==> src/rtl/lb_2_cube.sv <==
// rtl/lb_2_cube.sv - local-buffer tile reader streaming 128-bit words to the cube array
module lb_2_cube #(
    parameter int DATA_W   = 128,
    parameter int ADDR_W   = 10,
    parameter int LEN_W    = 6,
    parameter int STRIDE_W = 8,
    parameter int FIFO_D   = 4
) (
    input  logic                clock,
    input  logic                rst,
    input  logic                trans_start,
    output logic                trans_end,
    output logic                busy,
    input  logic [ADDR_W-1:0]   base_addr,
    input  logic [STRIDE_W-1:0] stride,
    input  logic [LEN_W-1:0]    length,
    input  logic [LEN_W-1:0]    height,
    output logic                rd_en,
    output logic [ADDR_W-1:0]   rd_addr,
    input  logic [DATA_W-1:0]   data_in,
    output logic                out_valid,
    input  logic                out_ready,
    output logic [DATA_W-1:0]   data_out,
    output logic                out_last,
    output logic                out_tile_end
);
    localparam int PTR_W = $clog2(FIFO_D);
    localparam int CNT_W = PTR_W + 1;

    typedef enum logic [1:0] {IDLE, RUN, DRAIN, DONE} state_t;
    state_t state, state_n;

    logic [ADDR_W-1:0]   row_base;
    logic [STRIDE_W-1:0] stride_q;
    logic [LEN_W-1:0]    len_q, hgt_q, col, row;
    logic                inflight, inflight_last, inflight_end;
    logic [DATA_W+1:0]   fifo_mem [FIFO_D];
    logic [PTR_W-1:0]    wr_ptr, rd_ptr;
    logic [CNT_W-1:0]    fifo_count;
    logic                col_last, row_last, push, pop, start_ok;

    assign start_ok  = (state == IDLE) && trans_start;
    assign col_last  = (col == len_q - LEN_W'(1));
    assign row_last  = (row == hgt_q - LEN_W'(1));
    // Credit counts the read already in flight so the FIFO can never overflow.
    assign rd_en     = (state == RUN) && ((fifo_count + CNT_W'(inflight)) < CNT_W'(FIFO_D));
    assign rd_addr   = row_base + ADDR_W'(col);
    assign push      = inflight;
    assign out_valid = (fifo_count != '0);
    assign pop       = out_valid && out_ready;
    assign {out_tile_end, out_last, data_out} = out_valid ? fifo_mem[rd_ptr] : '0;

    always_comb begin
        state_n   = state;
        trans_end = 1'b0;
        busy      = (state != IDLE) || trans_start;
        case (state)
            IDLE:  if (trans_start) state_n = ((length == '0) || (height == '0)) ? DONE : RUN;
            RUN:   if (rd_en && col_last && row_last) state_n = DRAIN;
            // Leave as soon as the final word is being accepted so trans_end follows it directly.
            DRAIN: if (!inflight && ((fifo_count == '0) || ((fifo_count == CNT_W'(1)) && pop)))
                       state_n = DONE;
            DONE: begin
                trans_end = 1'b1;
                state_n   = IDLE;
            end
            default: state_n = IDLE;
        endcase
    end

    always_ff @(posedge clock) begin
        if (rst) begin
            state         <= IDLE;
            row_base      <= '0;
            stride_q      <= '0;
            len_q         <= '0;
            hgt_q         <= '0;
            col           <= '0;
            row           <= '0;
            inflight      <= 1'b0;
            inflight_last <= 1'b0;
            inflight_end  <= 1'b0;
            wr_ptr        <= '0;
            rd_ptr        <= '0;
            fifo_count    <= '0;
        end else begin
            state <= state_n;
            if (start_ok) begin
                row_base <= base_addr;
                stride_q <= stride;
                len_q    <= length;
                hgt_q    <= height;
                col      <= '0;
                row      <= '0;
            end else if (rd_en) begin
                if (col_last) begin
                    col      <= '0;
                    row      <= row + LEN_W'(1);
                    row_base <= row_base + ADDR_W'(stride_q);
                end else begin
                    col <= col + LEN_W'(1);
                end
            end
            // Row/tile flags travel alongside the read so they pair with the returning word.
            inflight      <= rd_en;
            inflight_last <= col_last;
            inflight_end  <= col_last && row_last;
            if (push) wr_ptr <= wr_ptr + PTR_W'(1);
            if (pop)  rd_ptr <= rd_ptr + PTR_W'(1);
            case ({push, pop})
                2'b10:   fifo_count <= fifo_count + CNT_W'(1);
                2'b01:   fifo_count <= fifo_count - CNT_W'(1);
                default: fifo_count <= fifo_count;
            endcase
        end
    end

    always_ff @(posedge clock) begin
        if (push) fifo_mem[wr_ptr] <= {inflight_end, inflight_last, data_in};
    end
endmodule
==> config.mk <==
export PLATFORM = sky130hd
export DESIGN_NAME = lb_2_cube
export DESIGN_NICKNAME = d
export VERILOG_FILES = /design/src/rtl/lb_2_cube.sv
export SDC_FILE = /design/constraint.sdc
export NUM_CORES = 1
export LEC_CHECK = 0
export BUFFER_PORTS_ARGS = -buffer_cell sky130_fd_sc_hd__buf_2
export CAP_MARGIN = 20
export CORE_ASPECT_RATIO = 1.75
export CORE_MARGIN = 4
export CORE_UTILIZATION = 58
export DETAILED_ROUTE_END_ITERATION = 8
export GPL_TIMING_DRIVEN = 0
export PLACE_DENSITY = 0.84
export SYNTH_ARGS = -nofsm -noshare
export SYNTH_HDL_FRONTEND = slang
export SYNTH_SLANG_ARGS = --single-unit
==> constraint.sdc <==
create_clock -name clock -period 4.97 [get_ports clock]
set_input_delay 0.497 -clock clock [delete_from_list [all_inputs] [get_ports clock]]
set_output_delay 0.497 -clock clock [all_outputs]
set_load 0.01 [all_outputs]
# --- After elaboration in Yosys (flattened, before gate mapping) ---
# Memory sizes are Yosys's and may differ from the RTL's. A register that Yosys moved wholly into a read port is not among the register bits.
# Index checks and enable logic that the tools add are counted.
# Widths: inputs -> output; s select.
totals:
  register_bits: 54
  mem_bits_rw: 520
  n_memories: 1
memory_table:
  columns: ["memory", "depth", "width", "rd", "rd_ports_with_merged_regs", "write_ports", "line_no", "text"]
  rows:
  - ["fifo_mem", 4, 130, 1, 1, 1, "37", "logic [DATA_W+1:0] fifo_mem [FIFO_D];"]
op_classes:
  addsub: 11
  order_cmp: 1
  eq_ne: 11
  n_mux: 16
  reduce_logical: 25
ops:
  columns: ["operator", "n"]
  rows:
  - ["$mux 130", 1]
  - ["$mux 10", 3]
  - ["$add 6x1->6 const B", 2]
  - ["$eq 6x6->1", 2]
  - ["$logic_not 6->1", 2]
  - ["$mux 2", 6]
  - ["$sub 6x1->6 const B", 2]
  - ["$add 10x6->10", 1]
  - ["$add 10x8->10", 1]
  - ["$logic_and 1x1->1", 8]
  - ["$pmux 2 s4", 1]
  - ["$reduce_bool 2->1", 4]
  - ["$eq 2x2->1 const B", 3]
  - ["$mux 6", 1]
  - ["$pmux 3 s2", 1]
  - ["$add 2x1->2 const B", 2]
  - ["$eq 2x1->1 const B", 2]
  - ["$ne 2x2->1 const B", 2]
  - ["$reduce_and 2->1", 2]
  - ["$add 3x1->3", 1]
  - ["$add 3x1->3 const B", 1]
  - ["$eq 3x1->1 const B", 1]
  - ["$logic_not 3->1", 1]
  - ["$logic_or 1x1->1", 3]
  - ["9 further kinds", 11]

# --- Longest topological paths before layout ---
depth:
  depth_word: 7
  mapped_depth: 9
  mapped_depth_nobuf: 9

# --- Worst setup path after synthesis ---
# OpenSTA, ideal clock, no wires.
synth_timing:
  path_kind: "register to register"
  startpoint: "reg inflight"
  endpoint: "mem fifo_mem[0][0] (netlist bit), enable pin"
  t_arrival_ns: 3.600
  required_ns: 4.466
  setup_slack_ns: 0.866
  path_stages_with_launch: 3
  n_path_buf: 1
  path_cell_list: "dfxtp_1 clkbuf_1 and2_1"
synth_between:
  elab_chain_cells: 2
synth_lines:
  columns: ["item", "line_no", "text"]
  rows:
  - ["start, declared", "36", "logic inflight, inflight_last, inflight_end;"]
  - ["start signal, assigned", "105", "inflight <= rd_en;"]
  - ["$mux 1", "119", "if (push) fifo_mem[wr_ptr] <= {inflight_end, inflight_last, data_in};"]
  - ["$mux 1 (implied by the code)", "119", null]
  - ["end, declared", "37", null]
# No other way between the ends.

==> out/summary.txt <==
Cts repair resizes -> 0
Worst Setup End Kind -> output pin
Area Growth Syn to Fin -> 17.7%
WL final -> 50900 µm
Highest achievable clock rate -> 0.260 GHz
Post-CTS setup buffers -> 0
CTS sink cnt -> 576
Multi-input logic area -> 5940 µm²
DRT antenna net count -> 0
Num CTS Buffers -> 49
Nets -> 1805
Post-CTS Hold Fix Bufs -> 0
Period utilization -> 0.773
Fin crit period -> 3.84 ns
Worst hold path type -> input port to register
Layout cells sized above 1 -> 0.327
Post-Synthesis Cells -> 1246
Synth unique cells -> 56
Vias -> 12600
Io pins -> 306
Mapped cell area -> 23000 µm²
Fin util -> 0.691
Setup WS pre-CTS -> 1.60 ns
Pwr/cell area -> 482 nW/µm²
Router iterations before antenna repair -> 5
Largest net degree at the start of global routing -> 58
Arrival @ worst endpoint -> 3.34 ns
Synthesized Nets -> 1442
DRT iter0 DRCs -> 1023
Crit path required time -> 4.47 ns
Startpoint types -> register
Design Area, Final -> 27100 µm²
Tightest Pin Transition -> 0.952 ns
Most frequent cells in the layout -> 520 x edfxtp_1, 304 x buf_2, 133 x and2_1
Syn_area_per_cell -> 18.5 µm²
Hold EP -> fifo_mem[3][63]
Critical path class -> register to output pin
Hold path cells -> 1
Hold wc startpoint -> data_in[63]
Crit Path Max Fanout -> 10
Static leakage -> 0.00946 µW
Synth Register Bits -> 576
Root buffer cell -> clkbuf_16
Skew final -> 0.0175 ns
Status -> finished, final reports clean
First-pass GRT wire length -> 76900 µm
Vias in the first global route -> 13500
Inst Count DP -> 2048
Worst VDD drop -> 0.000304 V
Max_cap viols -> 0
RD Place Congestion -> 0.914
EDFF count, synth -> 520
Max Slew Vio Count -> 0
Clk slew on worst S/H paths -> 0.07 ns
Clk_lat worst skew -> 0.57 ns
Initial cell density of the core -> 0.587
CTS tree -> done
Total track usage -> 0.237
Die Y -> 271 µm
Port Buf Inserts -> 304
Final Non-Filler Cells -> 2157
Vias/cell -> 5.83
Worst reg2reg path startpoint -> len_q[0]
Total Die Area -> 43000 µm²
Async S/R FF share, synth -> 0
DRC Markers -> 0
Worst R2R Setup Slack -> 2.12 ns
Cell Area, Placed -> 25400 µm²
Clock Tree Buf Depth -> 3
Die width -> 159 µm
RSZ-0062 raised after global routing -> no
CTS H-Tree Depth -> 2
Setup-failing EPs final -> 0
Ys Warns -> 0
GR Overflow Total -> 0
Commonest non-fill, non-tap cell in the layout -> edfxtp_1
Final Hold Viols -> 0
Seq. cell area -> 16700 µm²
Fill cells -> 2496
Core Area -> 39200 µm²
Setup WS post-layout -> 1.13 ns
DR WL/cell -> 23.6 µm
Hpwl dp -> 34300 µm
Register-to-Register Path Depth -> 8
Top FF cell, synth -> edfxtp_1
End of the worst register-to-register path -> row[5]
Site row count -> 96
Worst slew margin -> 0.365
Initial antenna violation count -> 20
Sequential cell area fraction in the yosys report -> 0.728
## worst max-delay path, cell delays in order (launching register included)
cell and delay (ns):
dfxtp_1 0.31, clkbuf_1 0.15, clkbuf_1 0.62, buf_1 0.74, mux4_2 0.66, and2_1 0.18
buf_2 0.13
## report_power, final
group	internal (µW)	switching [µW]
Combinational	1500	1860
Clock	2210	1700
Sequential	5640	149
## metal layers
layer  vias to the layer above  track usage  wire (µm)
li1                       5642            -          -
met5                         -            0         27
met3                       138       0.0539       3540
met2                       493        0.409      27100
met4                         4        0.126       2760
met1                      6296        0.269      17400
## sequential cells by signal, indices dropped and copies added (netlist names), 3 cells and up, named ones only
signal,flops
col,6
fifo_mem,520
fifo_count,3
len_q,6
stride_q,8
hgt_q,6
row,6
row_base,10
## synthesized netlist by cell type, types with 4 or more instances
cell      instances  area (µm²)
buf_1            17        63.8
a211oi_1          8        60.1
inv_1            23        86.3
xor2_1           11        96.3
xnor2_1          19         166
edfxtp_1        520       15600
clkbuf_1         38         143
mux2i_1          11         110
mux4_2          130        2930
nand3_1           8        40.0
dfxtp_1          56        1120
nor2b_1           5        31.3
nor2_1           28         105
and2_1          137         857
nor3_1            9        45.0
ha_1             32         400
nand2_1          58         218
o21ai_0          23         115
a31oi_1           5        31.3
a21oi_1          45         225
a21o_1            4        30.0
## layout make-up
type / instances / share of cell area
clock inverter: 35 / 0.0144
clock buffer: 56 / 0.0466
sequential: 576 / 0.618
buffer: 59 / 0.00925
antenna: 18 / 0.00166
tap: 490 / 0.0227
multi-input combinational: 587 / 0.219
timing repair buffer: 312 / 0.0643
inverter: 24 / 0.00333
## through the flow
step	power, µW	hold WS, ns	TNS [ns]
5_1_grt	13700	0.109	0
3_3_place_gp	9180	0.446	-802.65
3_5_place_dp	9260	0.452	0
4_1_cts	13200	0.102	0
2_1_floorplan	8020	0.438	0
6_report	13100	0.137	0
## kinds of logic (layout without fill, tap and decap cells)
family	after synthesis	after routing	synth area share
AO/OA/AOI/OAI	110	110	0.0299
XOR/XNOR	30	30	0.0114
adder cells (fa/ha/maj)	34	34	0.0191
buffers and inverters	83	486	0.0148
flip-flops	576	576	0.728
multiplexers	141	141	0.132
other	0	18	0
AND/OR/NAND/NOR	272	272	0.0652
## worst max-delay path by stage
stage,start,end,slack (ns),depth (start not counted)
4_1_cts,register,data_out[127],0.97,6
2_1_floorplan,inflight,fifo_mem[0][0],0.87,2
3_3_place_gp,inflight,fifo_mem[0][44],-1.59,2
3_5_place_dp,register,data_out[69],1.60,6
6_report,register,data_out[69],1.13,6
5_1_grt,register,data_out[69],0.86,6
Power figures use the tool's default switching activity.
